--- src/rtl/cache_pkg.sv ---
// Shared types and geometry for the byte write-merge buffer.
package cache_pkg;
    localparam int ADDR_W     = 32;
    localparam int LINE_BYTES = 8;
    localparam int OFFSET_W   = 3;
    localparam int TAG_W      = ADDR_W - OFFSET_W;

    typedef enum logic [1:0] {IDLE, MERGE, DRAIN} wm_state_t;
    typedef logic [TAG_W-1:0] tag_t;

    function automatic tag_t addr_tag(input logic [ADDR_W-1:0] addr);
        return addr[ADDR_W-1:OFFSET_W];
    endfunction
endpackage

--- src/rtl/byte_write_merge_if.sv ---
// CPU byte-store port and merged-line port of the write-merge buffer.
interface byte_write_merge_if;
    import cache_pkg::*;

    logic                  caWVALID;
    logic                  caWREADY;
    logic [ADDR_W-1:0]     caWADDR;
    logic [7:0]            caWDATA;
    logic                  flush;
    logic                  lnVALID;
    logic                  lnREADY;
    tag_t                  lnTAG;
    logic [LINE_BYTES*8-1:0] lnDATA;
    logic [LINE_BYTES-1:0] lnSTRB;
    logic                  busy;

    modport slave (
        input  caWVALID, caWADDR, caWDATA, flush, lnREADY,
        output caWREADY, lnVALID, lnTAG, lnDATA, lnSTRB, busy
    );

    modport master (
        output caWVALID, caWADDR, caWDATA, flush, lnREADY,
        input  caWREADY, lnVALID, lnTAG, lnDATA, lnSTRB, busy
    );
endinterface

--- src/rtl/byte_lane_decoder.sv ---
// Byte offset to one-hot lane enable; shared by the data and mask writes.
module byte_lane_decoder
    import cache_pkg::*;
(
    input  logic [OFFSET_W-1:0]   offset,
    output logic [LINE_BYTES-1:0] lane
);
    always_comb begin
        lane = LINE_BYTES'(1) << offset;
    end
endmodule

--- src/rtl/byte_write_merge.sv ---
// Merges single-byte stores into one 64-bit line and hands it out with byte strobes.
module byte_write_merge
    import cache_pkg::*;
(
    input  logic ACLK,
    input  logic ARESETn,
    byte_write_merge_if.slave bus
);
    wm_state_t               state;
    wm_state_t               state_nxt;
    tag_t                    tag_r;
    logic [LINE_BYTES*8-1:0] line_buf;
    logic [LINE_BYTES-1:0]   mask;
    logic [LINE_BYTES-1:0]   lane;
    logic [LINE_BYTES-1:0]   mask_merged;
    logic                    addr_hit;
    logic                    ready;
    logic                    accept;

    byte_lane_decoder u_lane_dec (
        .offset (bus.caWADDR[OFFSET_W-1:0]),
        .lane   (lane)
    );

    always_comb begin
        addr_hit    = (addr_tag(bus.caWADDR) == tag_r);
        mask_merged = mask | lane;
        ready       = 1'b0;
        state_nxt   = state;
        case (state)
            IDLE:    ready = 1'b1;
            MERGE:   ready = addr_hit;
            default: ready = 1'b0;
        endcase
        accept = bus.caWVALID & ready;
        case (state)
            IDLE: begin
                if (accept) state_nxt = MERGE;
            end
            MERGE: begin
                // A same-tag byte in the flush cycle is merged before the drain.
                if (bus.flush || (bus.caWVALID && !addr_hit) ||
                    (accept && (mask_merged == '1)))
                    state_nxt = DRAIN;
            end
            DRAIN: begin
                if (bus.lnREADY) state_nxt = IDLE;
            end
            default: state_nxt = IDLE;
        endcase
    end

    always_ff @(posedge ACLK or negedge ARESETn) begin
        if (!ARESETn) begin
            state    <= IDLE;
            tag_r    <= '0;
            mask     <= '0;
            line_buf <= '0;
        end else begin
            state <= state_nxt;
            if (accept) begin
                for (int k = 0; k < LINE_BYTES; k++) begin
                    if (lane[k]) line_buf[8*k +: 8] <= bus.caWDATA;
                end
            end
            case (state)
                IDLE: begin
                    if (accept) begin
                        tag_r <= addr_tag(bus.caWADDR);
                        mask  <= lane;
                    end
                end
                MERGE: begin
                    if (accept) mask <= mask_merged;
                end
                DRAIN: begin
                    if (bus.lnREADY) mask <= '0;
                end
                default: mask <= '0;
            endcase
        end
    end

    assign bus.caWREADY = ready;
    assign bus.lnVALID  = (state == DRAIN);
    assign bus.busy     = (state != IDLE);
    assign bus.lnSTRB   = (state == DRAIN) ? mask : '0;
    assign bus.lnDATA   = line_buf;
    assign bus.lnTAG    = tag_r;
endmodule

--- src/flat_wrapper.sv ---
// flat-port wrapper written by rule: the top's interface ports become plain ports
module byte_write_merge_flat import cache_pkg::*;
  (ACLK, ARESETn, bus_caWVALID, bus_caWADDR, bus_caWDATA, bus_flush, bus_lnREADY, bus_caWREADY, bus_lnVALID, bus_lnTAG, bus_lnDATA, bus_lnSTRB, bus_busy);
  byte_write_merge_if bus_i ();
  input  logic ACLK;
  input  logic ARESETn;
  input wire logic [$bits(bus_i.caWVALID)-1:0] bus_caWVALID;
  input wire logic [$bits(bus_i.caWADDR)-1:0] bus_caWADDR;
  input wire logic [$bits(bus_i.caWDATA)-1:0] bus_caWDATA;
  input wire logic [$bits(bus_i.flush)-1:0] bus_flush;
  input wire logic [$bits(bus_i.lnREADY)-1:0] bus_lnREADY;
  output wire logic [$bits(bus_i.caWREADY)-1:0] bus_caWREADY;
  output wire logic [$bits(bus_i.lnVALID)-1:0] bus_lnVALID;
  output wire logic [$bits(bus_i.lnTAG)-1:0] bus_lnTAG;
  output wire logic [$bits(bus_i.lnDATA)-1:0] bus_lnDATA;
  output wire logic [$bits(bus_i.lnSTRB)-1:0] bus_lnSTRB;
  output wire logic [$bits(bus_i.busy)-1:0] bus_busy;
  assign bus_i.caWVALID = bus_caWVALID;
  assign bus_i.caWADDR = bus_caWADDR;
  assign bus_i.caWDATA = bus_caWDATA;
  assign bus_i.flush = bus_flush;
  assign bus_i.lnREADY = bus_lnREADY;
  assign bus_caWREADY = bus_i.caWREADY;
  assign bus_lnVALID = bus_i.lnVALID;
  assign bus_lnTAG = bus_i.lnTAG;
  assign bus_lnDATA = bus_i.lnDATA;
  assign bus_lnSTRB = bus_i.lnSTRB;
  assign bus_busy = bus_i.busy;
  byte_write_merge u_core (.ACLK(ACLK), .ARESETn(ARESETn), .bus(bus_i));
endmodule
--- config.mk ---
export PLATFORM = sky130hd
export DESIGN_NAME = byte_write_merge_flat
export DESIGN_NICKNAME = d
export VERILOG_FILES = /design/src/rtl/cache_pkg.sv /design/src/rtl/byte_write_merge_if.sv /design/src/rtl/byte_lane_decoder.sv /design/src/rtl/byte_write_merge.sv /design/src/flat_wrapper.sv
export SDC_FILE = /design/constraint.sdc
export NUM_CORES = 1
export LEC_CHECK = 0
export BUFFER_PORTS_ARGS = -buffer_cell sky130_fd_sc_hd__buf_2
export CORE_ASPECT_RATIO = 1.2
export CORE_MARGIN = 3
export CORE_UTILIZATION = 50
export CTS_BUF_LIST = sky130_fd_sc_hd__clkbuf_4
export DETAILED_ROUTE_END_ITERATION = 6
export GPL_TIMING_DRIVEN = 0
export PLACE_DENSITY = 0.9
export SETUP_SLACK_MARGIN = 0.15
export SLEW_MARGIN = 10
export SYNTH_ARGS = -nofsm -noshare
export SYNTH_HDL_FRONTEND = slang
export SYNTH_SLANG_ARGS = --single-unit
--- constraint.sdc ---
create_clock -name ACLK -period 2.9 [get_ports ACLK]
set_input_delay 0.145 -clock ACLK [delete_from_list [all_inputs] [get_ports ACLK]]
set_output_delay 0.145 -clock ACLK [all_outputs]
set_load 0.02 [all_outputs]
Yosys cells after proc, flatten, opt, wreduce, memory -nomap -nowiden
Cells that the tools add are included.
{ "classes": {"n_eq_ne": 8, "shifts": 1, "muxes": 10, "bitwise": 2, "n_reduce_logical": 18} }
{ "ops": {"columns": ["operator", "count"], "rows": [
  ["8-bit 2-to-1 mux", 4],
  ["29-bit == test", 1],
  ["8-bit case mux with 3 select lines", 1],
  ["2-bit AND reduction", 9],
  ["8-bit == test (second input constant)", 1],
  ["8-bit OR", 1],
  ["1-bit by 3-bit left shift with 8-bit output (first input constant)", 1],
  ["2-bit 2-to-1 mux", 3],
  ["2-bit by 1-bit != test with 1-bit output (second input constant)", 3],
  ["2-bit case mux with 3 select lines", 1],
  ["3-bit AND reduction", 2],
  ["2-bit by 1-bit == test with 1-bit output (second input constant)", 1],
  ["2-bit == test (second input constant)", 1],
  ["1-bit logical AND", 2],
  ["2-bit zero test", 1],
  ["1-bit logical OR", 2],
  ["2-bit != test (second input constant)", 1],
  ["1-bit case mux with 2 select lines", 1],
  ["2-bit nonzero test", 1],
  ["1-bit bitwise AND", 1],
  ["1-bit zero test", 1]
]} }
{ "totals": {"reg_bits": 103, "input_bits": 45, "out_inout_bits": 104} }

Depth between registers and ports, before layout
Gate-level depths: netlist of run 1.
{ "depth": {"depth_word": 7, "mapped_depth": 7, "depth_no_buf": 6} }

By module
A second synthesis of run 1 with hierarchy kept.
{ "hier_totals": {"cells_unflattened": 647, "hier_area_um2": 6645.1} }
{ "modules_own_cells": {"columns": ["mod", "n_inst", "cells_each", "area_each_um2", "seq_area_each_um2"], "rows": [
  ["byte_write_merge", 1, 639, 6580.1, 2577.5],
  ["byte_lane_decoder", 1, 8, 65.1, 0.0]
]} }

Worst setup path after synthesis of run 1
No wires, ideal clock.
{ "synth_timing": {"path_type": "register to register", "from": "register u_core.tag_r[20] (netlist: u_core.bus.lnTAG[20])", "to": "register u_core.line_buf[48] (netlist: u_core.bus.lnDATA[48])", "arrival_ns": 2.297, "setup_slack_ns": 0.478, "path_stages_with_launch": 6, "n_path_buf": 0, "period_less_slack_ns": 2.422, "path_cell_list": "dfrtp_1 xor2_1 nor4_1 a41oi_2 nor4b_4 mux2_2"} }
{ "synth_via": {"elab_chain_len": 4} }
{ "synth_rtl": {"columns": ["item", "line_no", "rtl"], "rows": [
  ["start: declaration", "byte_write_merge.sv:11", "tag_t tag_r;"],
  ["start signal: assignment", "byte_write_merge.sv:69", "tag_r <= addr_tag(bus.caWADDR);"],
  ["29-bit == test", "byte_write_merge.sv:26", "addr_hit = (addr_tag(bus.caWADDR) == tag_r);"],
  ["1-bit case mux with 2 select lines", "byte_write_merge.sv:30", "case (state)"],
  ["1-bit bitwise AND", "byte_write_merge.sv:35", "accept = bus.caWVALID & ready;"],
  ["2-bit AND reduction (no source line)", null, null],
  ["end signal: indexed assignment", "byte_write_merge.sv:63", "if (lane[k]) line_buf[8*k +: 8] <= bus.caWDATA;"],
  ["end: declaration", "byte_write_merge.sv:12", "logic [LINE_BYTES*8-1:0] line_buf;"]
]} }
No other way between the ends.
A chain may end at the register's enable or synchronous reset.

Final worst setup path of run 1
{ "layout_timing": {"from": "register u_core.tag_r[19] (netlist: u_core.bus.lnTAG[19])", "to": "register u_core.line_buf[8] (netlist: u_core.bus.lnDATA[8])"} }
Same word-level chain as after synthesis.

==> reports/results.tsv, run 1 <==
metric	value	unit
status	finished clean	
post-synthesis sequential area ratio	57.27	%
first-pass GRT wire length	18.93	mm
CTS tree	built	
Pwr Total	6.411	mW
all-layer global routing usage	24.18	%
site row count	37	
die width	92.61	um
CP endpoint kind	flop	
first drt pass iteration count	4	
pin count of the biggest net entering global routing	71	
initial DRC count	126	
Critical Path Fanout Max	9	
H-tree Lvls	3	
Tcrit/Tclk final	90.46	%
vias in the first global route	3712	
top cells by area, synth	dfrtp_1 (57%), mux2_2 (23%), xnor2_1 (3.9%)	
core area	0.008657	mm^2
RSZ-0062 raised after global routing	false	
DR WL/cell	18.20	um
fmax	381.2	MHz
CTS buffer count	9	
overall routed net length	11.94	mm
Data arrival, critical path	3.00	ns
P&R area growth vs syn	33.47	%
Max-cap violations	0	
Ys Warns	0	
GR Overflow Total	0	
final hold violation count	0	
clk buf depth	2	
Worst-Margin Slew	0.6590	ns
crit path time final	2.623	ns
Peak supply drop	0.7577	mV
P per Cell Area	1067	mW/mm^2
Multi-input gate area	0.001908	mm^2
clock latency on the worst-skew pair	0.46	ns
layout cells sized above 1	50.09	%
Yosys top cell area share	57.27	%
fill cell count	596	
relative slew slack	55.66	%
type of origin of the critical path	flop	
Place WS	-0.1886	ns
clk sink count	103	
number of synthesized register bits	103	
Syn Nets	376	
register area	0.002577	mm^2
Placer Congestion	0.8682	
largest area contributor in the netlist	dfrtp_1	
number of diodes	0	
Most used DFF post-synth	dfrtp_1	
DR DRC count	0	
hold path depth	4	
most frequent cells in the layout	buf_2 (147), dfrtp_1 (103), mux2_2 (92), dlygate4sd3_1 (36), xnor2_1 (20)	
I/O pin count	149	
DRT antenna net count	0	
Hold WS	0.02154	ns
final setup vio count	0	
ys async rst share	100.0	%
Vias	3491	
initial antenna violation count	0	
placed wire-length estimate	8.099	mm
Hold WC Path Type	in -> reg	
number of synthesized flops with an enable pin	0	
most common cell after layout, fill and taps aside	buf_2	
full die area	0.01018	mm^2
mapped cell area	0.004501	mm^2
# port buffers	147	
Starting Density	51.99	%
post-synthesis cell count	331	
Final nets	579	
final worst slack	0.2765	ns
Distinct cells, synth	37	
WS Path Type	reg -> reg	
clk root buf	clkbuf_4	
Worst R2R Path Depth	7	
Leakage	2.837	nW
syn_area_per_cell	13.60	um^2
die height	109.9	um
Req. time, crit path	3.27	ns
vias per cell	5.322	
Final Max Tran Viols	0	
Setup Skew	0.02096	ns
clock transition at the registers of the reported paths	0.17	ns
==> per-stage QoR <==
step / instance area [um^2] / utilization, % / TNS, ns / cells
5_1_grt: 6007 / 69.39 / 0 / 656
4_1_cts: 5931 / 68.51 / 0 / 649
3_3_place_gp: 5383 / 62.18 / -1.901 / 595
2_1_floorplan: 4501 / - / 0 / 331
3_5_place_dp: 5413 / 62.52 / -2.558 / 596
6_report: 6007 / 69.39 / 0 / 656
==> repair_timing <==
item                       4_1_cts  5_1_grt
pin swaps                        1        1
hold endpoints to repair        87        0
setup endpoints to repair       65       49
setup buffers                    1        7
hold buffers                    36        0
resized for setup                2        1
==> layout make-up <==
cell class | count | share of cell area (%)
Tap cell | 117 | 2.437
Clock buffer | 10 | 1.250
Sequential cell | 103 | 42.91
Clock inverter | 6 | 0.8332
Inverter | 1 | 0.06249
Buffer | 9 | 0.5832
Multi-Input combinational cell | 218 | 31.76
Timing Repair Buffer | 192 | 20.16
==> report_power, final <==
group          internal, mW  switching (mW)  leakage [nW]  total [mW]
Sequential             2.13           0.472          1.25        2.60
Clock                 0.201           0.505        0.0713       0.706
Combinational          1.31            1.80          1.51        3.11
Total                  3.64            2.77          2.84        6.41
==> final timing paths <==
check,startpoint,to,slack (ns)
max,u_core.bus.lnTAG[19]$_DFFE_PN0P_,u_core.bus.lnDATA[8]$_DFFE_PN0P_,0.28
min reg2reg,u_core.bus.lnDATA[8]$_DFFE_PN0P_,u_core.bus.lnDATA[8]$_DFFE_PN0P_,0.51
max reg2reg,u_core.bus.lnTAG[19]$_DFFE_PN0P_,u_core.bus.lnDATA[8]$_DFFE_PN0P_,0.28
min in group asynchronous,ARESETn,u_core.bus.lnTAG[11]$_DFFE_PN0P_,0.16
min,bus_lnREADY,u_core.state[1]$_DFFE_PN0P_,0.02
max in group asynchronous,ARESETn,u_core.bus.lnDATA[48]$_DFFE_PN0P_,2.04
==> Yosys cell counts (2+ instances only) <==
master	number
and2_1	8
mux2_2	92
nor4_1	3
xnor2_1	20
a21oi_1	6
nor2_1	11
nor3_1	3
nand2_1	14
nand2b_1	4
nand4_1	6
a21o_1	2
a31oi_1	4
nand3b_1	5
o21ai_0	6
clkbuf_1	7
xor2_1	9
dfrtp_1	103
nor2b_1	9
==> routing by layer <==
layer | wire [um] | vias up | GRT usage, %
met5 | 0 | - | 0
met4 | 269 | 0 | 9.236
met3 | 996 | 21 | 6.434
met2 | 6011 | 150 | 44.06
met1 | 4662 | 1735 | 27.03
li1 | - | 1585 | -
==> critical path: stages (launching register included) <==
cell     delay, ns
dfrtp_1       0.44
xnor2_1       0.21
nand4_1       0.18
nor4_2        0.50
a41oi_4       0.27
or3_1         0.40
buf_2         0.21
mux2_1        0.33
==> state kept, by name, indices dropped and copies added, names as in the netlist <==
register           count
u_core.mask            8
u_core.bus.lnDATA     64
u_core.bus.lnTAG      29
u_core.state           2
==> cells by family (layout without fill, tap and decap cells) <==
group,Yosys count,count (layout),share of synthesized area [%]
XOR/XNOR,29,29,5.644
buffers and inverters,10,218,0.8617
multiplexers,94,94,23.49
flip-flops,103,103,57.27
AO/OA/AOI/OAI,24,24,3.448
AND/OR/NAND/NOR,71,71,9.286
Power figures use the tool's default switching activity.
==> inputs of run 2 (changes only) <==
--- a/config.mk
+++ b/config.mk
@@ -5,14 +5,17 @@
 export SDC_FILE = /design/constraint.sdc
 export NUM_CORES = 1
 export LEC_CHECK = 0
-export BUFFER_PORTS_ARGS = -buffer_cell sky130_fd_sc_hd__buf_2
+export CELL_PAD_IN_SITES_DETAIL_PLACEMENT = 2
+export CELL_PAD_IN_SITES_GLOBAL_PLACEMENT = 2
 export CORE_ASPECT_RATIO = 1.2
 export CORE_MARGIN = 3
-export CORE_UTILIZATION = 50
+export CORE_UTILIZATION = 43
 export CTS_BUF_LIST = sky130_fd_sc_hd__clkbuf_4
 export DETAILED_ROUTE_END_ITERATION = 6
+export DONT_BUFFER_PORTS = 1
 export GPL_TIMING_DRIVEN = 0
-export PLACE_DENSITY = 0.9
+export HOLD_SLACK_MARGIN = 0.06
+export PLACE_DENSITY = 0.93
 export SETUP_SLACK_MARGIN = 0.15
 export SLEW_MARGIN = 10
 export SYNTH_ARGS = -nofsm -noshare
==> run 2 against run 1 <==
Net effect:
- power shrank 7.0%
- critical path depth grew 1
- combinational power fell by 49%
- via count is 14% lower
- clock power fell by 2%
- clock skew down 0.0030 ns
- largest cell class unchanged
- global-route usage rose by 1.0 points
- first-iteration DRC count is 13% higher
- setup slack barely moved
- cell count fell by 19%
- routed wire length increased by 20%
==> reports/results.tsv, run 2 (same netlist as run 1, synthesis figures left out) <==
metric	value	unit
status	finished clean	
pin count of the biggest net entering global routing	104	
Worst-Margin Slew	0.6378	ns
WS Path Type	reg -> reg	
crit path time final	2.623	ns
Placer Congestion	0.7928	
RR Startpoint	u_core.bus.lnTAG[2]$_DFFE_PN0P_	
Final Max Tran Viols	0	
clk root buf	clkbuf_4	
DR WL/cell	27.01	um
vias in the first global route	3652	
die width	99.39	um
relative slew slack	57.48	%
placed wire-length estimate	8.793	mm
WHS Endpoint	u_core.state[1]$_DFFE_PN0P_	
Final nets	444	
Leakage	2.298	nW
CP endpoint kind	flop	
type of origin of the critical path	flop	
fmax	381.2	MHz
Hold WS	0.1311	ns
Worst R2R Path Depth	8	
number of diodes	0	
core area	0.01011	mm^2
Pwr Total	5.963	mW
Req. time, crit path	3.24	ns
most common cell after layout, fill and taps aside	dfrtp_1	
clock latency on the worst-skew pair	0.45	ns
all-layer global routing usage	25.22	%
first-pass GRT wire length	22.27	mm
Setup Skew	0.01800	ns
full die area	0.01174	mm^2
overall routed net length	14.32	mm
Vias	3016	
GR Overflow Total	0	
CP max stage delay	0.52	ns
initial DRC count	143	
final hold violation count	0	
CP top delay family	simple AND/OR/NAND/NOR gates	
Hold WC Path Type	in -> reg	
DRT antenna net count	0	
I/O pin count	149	
Critical Path Fanout Max	9	
Max-cap violations	0	
Final Cell Area	0.005439	mm^2
initial antenna violation count	0	
most frequent cells in the layout	dfrtp_1 (94), mux2_2 (92), dlygate4sd3_1 (42), xnor2_1 (17), nand2_1 (14)	
hold path depth	3	
final setup vio count	0	
Tcrit/Tclk final	90.46	%
CP Cell Sequence	xnor2_1 -> nand4_1 -> nor4_4 -> a41oi_4 -> buf_4 -> nor3b_4 -> buf_12 -> mux2_2	
clk buf depth	2	
Post-DP Area	0.004658	mm^2
vias per cell	5.691	
site row count	40	
Data arrival, critical path	2.96	ns
first drt pass iteration count	4	
crit path buf inv count	2	
H-tree Lvls	3	
CTS buffer count	9	
CTS tree	built	
die height	118.1	um
r2r endpoint	u_core.bus.lnDATA[47]$_DFFE_PN0P_	
Hold Crit Start	bus_caWVALID	
Peak supply drop	0.6068	mV
setup slack, reg-to-reg	0.28	ns
CP max-delay cell	dfrtp_1	
# port buffers	0	
layout cells sized above 1	35.40	%
RSZ-0062 raised after global routing	false	
P per Cell Area	1096	mW/mm^2
max FFs per register	64	
Starting Density	44.52	%
clock transition at the registers of the reported paths	0.17	ns
clk sink count	103	
fill cell count	923	
DR DRC count	0	
P&R area growth vs syn	20.85	%
[run 2: changes by cell type in the layout (fill, tap and decap cells not counted), sizes merged]
cell	delta
buf	-141
dlygate4sd3	+6
inv	-3
clkinv	+2
clkinvlp	+1
[run 2: how the worst max path moves through the flow]
stage,depth (start not counted),from,endpoint,slack [ns]
after floorplan,5,u_core.bus.lnTAG[20]$_DFFE_PN0P_,u_core.bus.lnDATA[48]$_DFFE_PN0P_,0.48
after global placement,6,u_core.bus.lnTAG[13]$_DFFE_PN0P_,u_core.bus.lnDATA[49]$_DFFE_PN0P_,-0.08
after detailed placement,6,u_core.bus.lnTAG[15]$_DFFE_PN0P_,u_core.bus.lnDATA[48]$_DFFE_PN0P_,-0.24
after CTS,4,u_core.bus.lnTAG[3]$_DFFE_PN0P_,bus_caWREADY,0.15
after global routing,8,u_core.bus.lnTAG[2]$_DFFE_PN0P_,u_core.bus.lnDATA[47]$_DFFE_PN0P_,0.17
final,8,u_core.bus.lnTAG[2]$_DFFE_PN0P_,u_core.bus.lnDATA[47]$_DFFE_PN0P_,0.28
[run 2: per-stage QoR]
stage	std cells	utilization [%]	TNS [ns]	worst slack (ns)
2_1_floorplan	331	-	0	0.4782
3_3_place_gp	457	46.08	-0.9755	-0.08366
3_5_place_dp	457	46.08	-3.173	-0.2382
4_1_cts	524	52.87	0	0.1535
5_1_grt	530	53.80	0	0.1706
6_report	530	53.80	0	0.2766
[run 2: layer usage]
metal  share of wire, %  GRT usage, %  vias to the layer above
met1                 32         24.71                     1557
met4                2.8         9.308                        0
met2                 56         47.14                      121
met3                8.5         9.425                       28
li1                   -             -                     1310
met5                  0             0                        -
[run 2: where the power goes]
group	leakage (nW)	internal [mW]	switching [mW]	total, mW
sequential	1.24	2.13	1.55	3.68
clock	0.0683	0.193	0.500	0.694
combinational	0.985	0.861	0.730	1.59
total	2.30	3.19	2.78	5.96
[run 2: tightest hold or removal path, stage by stage]
cell	delay [ns]
clkbuf_1	0.19
o211ai_1	0.15
nand2_1	0.07
[run 2: layout make-up]
type	instances	area, um^2	share of cell area, %
Tap cell	126	157.7	2.899
Inverter	1	3.754	0.06901
Clock inverter	6	46.29	0.8512
Buffer	9	35.03	0.6441
Multi-Input combinational cell	218	1954	35.93
Sequential cell	103	2589	47.60
Timing Repair Buffer	57	578.1	10.63
Clock buffer	10	75.07	1.380
[run 2: what timing repair did]
action / in CTS / in global routing
pin swaps: 2 / 3
endpoints found under the hold margin: 202 / 0
hold buffers: 43 / 0
buffers inserted: 8 / 6
resized for setup: 4 / 14
setup endpoints to repair: 67 / 61
